**src/rtl/debounce_pkg.sv**
```systemverilog
// Shared types and constants for the debounce input conditioner.
package debounce_pkg;

  typedef enum logic [1:0] {
    LOW,
    RISING,
    HIGH,
    FALLING
  } debounce_state_t;

  localparam int unsigned SYNC_STAGES = 2;

endpackage

```
**src/rtl/sync_2ff.sv**
```systemverilog
// Flop-chain synchronizer for bringing an asynchronous level into the clk domain.
module sync_2ff
  import debounce_pkg::*;
(
  input  logic clk,
  input  logic i_reset,
  input  logic i_x,
  output logic o_x
);

  logic [SYNC_STAGES-1:0] sync_q;

  always_ff @(posedge clk) begin
    if (i_reset) begin
      sync_q <= '0;
    end else begin
      sync_q <= {sync_q[SYNC_STAGES-2:0], i_x};
    end
  end

  assign o_x = sync_q[SYNC_STAGES-1];

endmodule

```
**src/rtl/debounce.sv**
```systemverilog
// Debounces i_x into a clean level o_x with one-cycle rise/fall strobes.
// Define DEBOUNCE_SYNC_EN to insert a 2-flop synchronizer ahead of the FSM.
module debounce
  import debounce_pkg::*;
#(
  parameter int unsigned STABLE_CYCLES = 8,
  parameter int unsigned CNT_W         = $clog2(STABLE_CYCLES + 1)
) (
  input  logic clk,
  input  logic i_reset,
  input  logic i_x,
  output logic o_x,
  output logic o_rise,
  output logic o_fall
);

  localparam logic [CNT_W-1:0] CNT_ONE  = CNT_W'(1);
  localparam logic [CNT_W-1:0] CNT_LAST = CNT_W'(STABLE_CYCLES - 1);
  localparam bit               SINGLE   = (STABLE_CYCLES == 1);

  logic s;

`ifdef DEBOUNCE_SYNC_EN
  sync_2ff u_sync (
    .clk    (clk),
    .i_reset(i_reset),
    .i_x    (i_x),
    .o_x    (s)
  );
`else
  assign s = i_x;
`endif

  debounce_state_t  state_q;
  logic [CNT_W-1:0] cnt_q;
  logic             x_q;
  logic             rise_q;
  logic             fall_q;

  always_ff @(posedge clk) begin
    if (i_reset) begin
      state_q <= LOW;
      cnt_q   <= '0;
      x_q     <= 1'b0;
      rise_q  <= 1'b0;
      fall_q  <= 1'b0;
    end else begin
      rise_q <= 1'b0;
      fall_q <= 1'b0;
      case (state_q)
        LOW: begin
          if (s) begin
            if (SINGLE) begin
              state_q <= HIGH;
              x_q     <= 1'b1;
              rise_q  <= 1'b1;
            end else begin
              state_q <= RISING;
              cnt_q   <= CNT_ONE;
            end
          end
        end
        RISING: begin
          if (s) begin
            if (cnt_q == CNT_LAST) begin
              state_q <= HIGH;
              cnt_q   <= '0;
              x_q     <= 1'b1;
              rise_q  <= 1'b1;
            end else begin
              cnt_q <= cnt_q + CNT_ONE;
            end
          end else begin
            // any disagreeing sample discards the partial count
            state_q <= LOW;
            cnt_q   <= '0;
          end
        end
        HIGH: begin
          if (!s) begin
            if (SINGLE) begin
              state_q <= LOW;
              x_q     <= 1'b0;
              fall_q  <= 1'b1;
            end else begin
              state_q <= FALLING;
              cnt_q   <= CNT_ONE;
            end
          end
        end
        FALLING: begin
          if (!s) begin
            if (cnt_q == CNT_LAST) begin
              state_q <= LOW;
              cnt_q   <= '0;
              x_q     <= 1'b0;
              fall_q  <= 1'b1;
            end else begin
              cnt_q <= cnt_q + CNT_ONE;
            end
          end else begin
            state_q <= HIGH;
            cnt_q   <= '0;
          end
        end
        default: begin
          state_q <= LOW;
          cnt_q   <= '0;
          x_q     <= 1'b0;
        end
      endcase
    end
  end

  assign o_x    = x_q;
  assign o_rise = rise_q;
  assign o_fall = fall_q;

`ifndef SYNTHESIS
  always_ff @(posedge clk) begin
    if (!i_reset) begin
      assert (!(rise_q && fall_q));
      assert (cnt_q <= CNT_LAST);
    end
  end
`endif

endmodule

```
**config.mk**
```make
export PLATFORM = sky130hd
export DESIGN_NAME = debounce
export DESIGN_NICKNAME = d
export VERILOG_FILES = /design/src/rtl/debounce_pkg.sv /design/src/rtl/sync_2ff.sv /design/src/rtl/debounce.sv
export SDC_FILE = /design/constraint.sdc
export NUM_CORES = 1
export LEC_CHECK = 0
export ABC_AREA = 1
export BUFFER_PORTS_ARGS = -buffer_cell sky130_fd_sc_hd__buf_2
export CORE_AREA = 2 2 39 41
export CTS_CLUSTER_SIZE = 12
export DETAILED_ROUTE_END_ITERATION = 12
export DIE_AREA = 0 0 41 43
export PLACE_DENSITY_LB_ADDON = 0.05
export SETUP_SLACK_MARGIN = 0.05
export SYNTH_ARGS = -nofsm -noshare
export SYNTH_HDL_FRONTEND = slang
export SYNTH_HIERARCHICAL = 1
export SYNTH_SLANG_ARGS = --single-unit
```
**constraint.sdc**
```tcl
create_clock -name clk -period 1.3 [get_ports clk]
set_input_delay 0.26 -clock clk [delete_from_list [all_inputs] [get_ports clk]]
set_output_delay 0.26 -clock clk [all_outputs]
set_load 0.01 [all_outputs]
```
==> metrics.md <==
| Metric | Value |
|---|---|
| Status | `finished clean` |
| Post-Synthesis Cells | `53` |
| Antenna violations before repair | `0` |
| Worst path bufs/invs | `0` |
| CP max FO | `6` |
| Avg Vias per Cell | `4.34` |
| Mean Syn Cell Area | `7.39 µm²` |
| Netlist cell types | `14` |
| Slew @ Worst Pin | `236 ps` |
| ANT nets after route | `0` |
| Yosys Warn Count | `6` |
| Largest net degree at the start of global routing | `7` |
| Clk pwr share | `0.389` |
| Clock transition at path regs | `60 ps` |
| Top_reg_cell synth | `dfxtp_1` |
| Grt ovf | `0` |
| CP cell instances | `ha_2 > nand2_2 > nor2_2 > nand2_2 > o21ai_1 > o21bai_1` |
| Crit path top cell by count | `nand2_2` |
| Global-route wire length before repair | `1.36 mm` |
| Share of cells above drive strength 1 | `0.234` |
| Sink Count | `9` |
| Synthesized cell area | `392 µm²` |
| Yosys reg bits | `9` |
| WP data arrival | `1280 ps` |
| Met2 track demand over resource | `0.175` |
| Initial Util | `0.283` |
| Reg area | `180 µm²` |
| Internal Power | `412 µW` |
| CP required | `1440 ps` |
| Nets | `69` |
| P per Cell Area | `1090 mW/mm²` |
| Slew HR | `0.841` |
| Fin crit period | `1130 ps` |
| Switching Share | `0.214` |
| WL/cell | `9.50 µm` |
| Die Y | `43 µm` |
| Post-DP HPWL | `615 µm` |
| Root buffer cell | `clkbuf_4` |
| Post-CTS Setup Bufs | `0` |
| Number of synthesized flops with an enable pin | `0` |
| Port bufs | `5` |
| # IOs | `6` |
| Comb power frac | `0.068` |
| Routability cong. | `0.687` |
| Final wirelength | `760 µm` |
| Final Core Density | `0.347` |
| Met1 usage | `0.141` |
| Max Clk Rate | `881 MHz` |
| Hold Path Class | `in -> reg` |
| Leak pwr | `0.224 nW` |
| RSZ-0062 raised after global routing | `no` |
| Async S/R FF share, synth | `0` |
| Die ar. | `0.00176 mm²` |
| Clk Latency, worst-skew pair | `250 ps` |
| Detailed router's first-iteration violation count | `0` |
| Synth-to-layout area growth | `22.7%` |
| Final Hold Violating Endpoints | `0` |
| Crit share post-route | `0.873` |
| Max-cap viol count | `0` |
| Row cnt | `14` |
| H-tree depth | `1` |
| Syn nets | `57` |
| Sw Pwr | `112 µW` |
| Clock Path Buffers | `2` |
| DR DRC count | `0` |
| Crit-path slowest cell | `dfxtp_1` |
| Max stage delay on crit path | `340 ps` |
| Vias post-DR | `347` |
| Critical path class | `reg -> reg` |
| Die width | `41 µm` |
| Seq pwr share | `0.543` |
| Core Region | `0.00138 mm²` |
| Slew Limit Fails | `0` |
| Final Setup Violations | `0` |
| TNS Setup | `0 ps` |
| Total global-route track usage | `0.115` |
| Fin Clk Skew | `2.46 ps` |
| GR met3 Demand/Resource | `0.0157` |
| Worst setup EP type | `flop` |
| # diodes | `0` |
| Crit-path leading delay family | `flip-flops` |
| Drt pass-1 iters | `1` |
| Most Used Layer, Global Route | `met2` |
| Vias in the first global route | `347` |
| TritonCTS clock tree | `yes` |
| Leading area contributor after synthesis | `dfxtp_1` |
| Area share of the largest cell type after synthesis | `0.460` |
| Tot Pwr | `524 µW` |
| Sequential share of the synthesized area | `0.460` |
| CP startpoint kind | `flop` |
| Area of the multi-input gates | `180 µm²` |
| Most common cell in the netlist | `nand2_1` |
| Synth area leaders | `dfxtp_1 (46%), nand2_1 (12%), inv_1 (8.6%), a21oi_1 (6.4%), o21ai_0 (5.1%)` |
| Most common library cells after synthesis | `nand2_1 (13), dfxtp_1 (9), inv_1 (9)` |
| Number of fill cells | `161` |
| Num CTS Buffers | `3` |
| Maximum VDD drop | `0.000474 V` |
worst reg2reg max path: stages (launching register included):
cell and delay (ps):
dfxtp_1 340, ha_2 190, nand2_2 60, nor2_2 120, nand2_2 110, o21ai_1 140
o21bai_1 70
power groups by stage:
stage	Clock [mW]	Sequential, mW	Combinational, mW
global placement	0	0.291	0.0359
finish	0.204	0.285	0.0356
floorplan	0	0.291	0.0175
CTS	0.214	0.284	0.0354
global route	0.238	0.285	0.0428
detailed placement	0	0.291	0.0352
logic make-up (layout without fill, tap and decap cells):
family | count (synthesis) | count (layout) | share of synthesized area
simple gates | 24 | 24 | 0.288
flops | 9 | 9 | 0.460
compound gates | 10 | 10 | 0.134
buf+inv | 9 | 20 | 0.0863
fa+ha+maj | 1 | 1 | 0.0319
cell type report:
cell class | count | area share
Sequential cell | 9 | 0.375
Multi-Input combinational cell | 35 | 0.375
Timing Repair Buffer | 7 | 0.0833
Inverter | 9 | 0.0703
Clock buffer | 4 | 0.0547
Tap cell | 16 | 0.0417
worst paths after layout:
path,slack (ps),endpoint,cells past startpoint,startpoint
max,170,o_x,6,cnt_q[1]
min,240,o_fall,2,i_x
max reg2reg,170,o_x,6,cnt_q[1]
min reg2reg,490,o_x,2,o_x
per-layer routing:
| layer | share of wire | routed length [µm] |
|---|---|---|
| met5 | 0 | 0 |
| met2 | 0.52 | 392 |
| met3 | 0.026 | 20 |
| met1 | 0.45 | 341 |
| met4 | 0.0066 | 5 |
cell usage in the layout (no fill, tap or decap):
cell and instances:
clkbuf_4 3, nor2_2 2, nor3b_1 1, nand2_1 13, a21oi_1 5, o21ai_0 2
nand2_2 2, buf_4 2, ha_2 1, nand3_1 3, nand4_1 1, o21bai_1 1
buf_2 5, nor4_1 1, o21ai_1 2, clkbuf_1 1, dfxtp_1 9, inv_1 9
nor2_1 1
timing repair:
item | 4_1_cts | 5_1_grt
hold buffers | 0 | 0
endpoints found under the setup margin | 0 | 2
resized for setup | 0 | 3
stage by stage:
step                      std cells  worst slack, ps  hold WS (ps)  cell area [µm²]
after global routing             80             57.4           240              480
after detailed placement         76              126           473              452
after floorplan                  53              191           329              392
final                            80              165           238              480
after global placement           76              141           482              452
after CTS                        80              119           227              478
No activity file was read; power rests on OpenSTA's default activity.
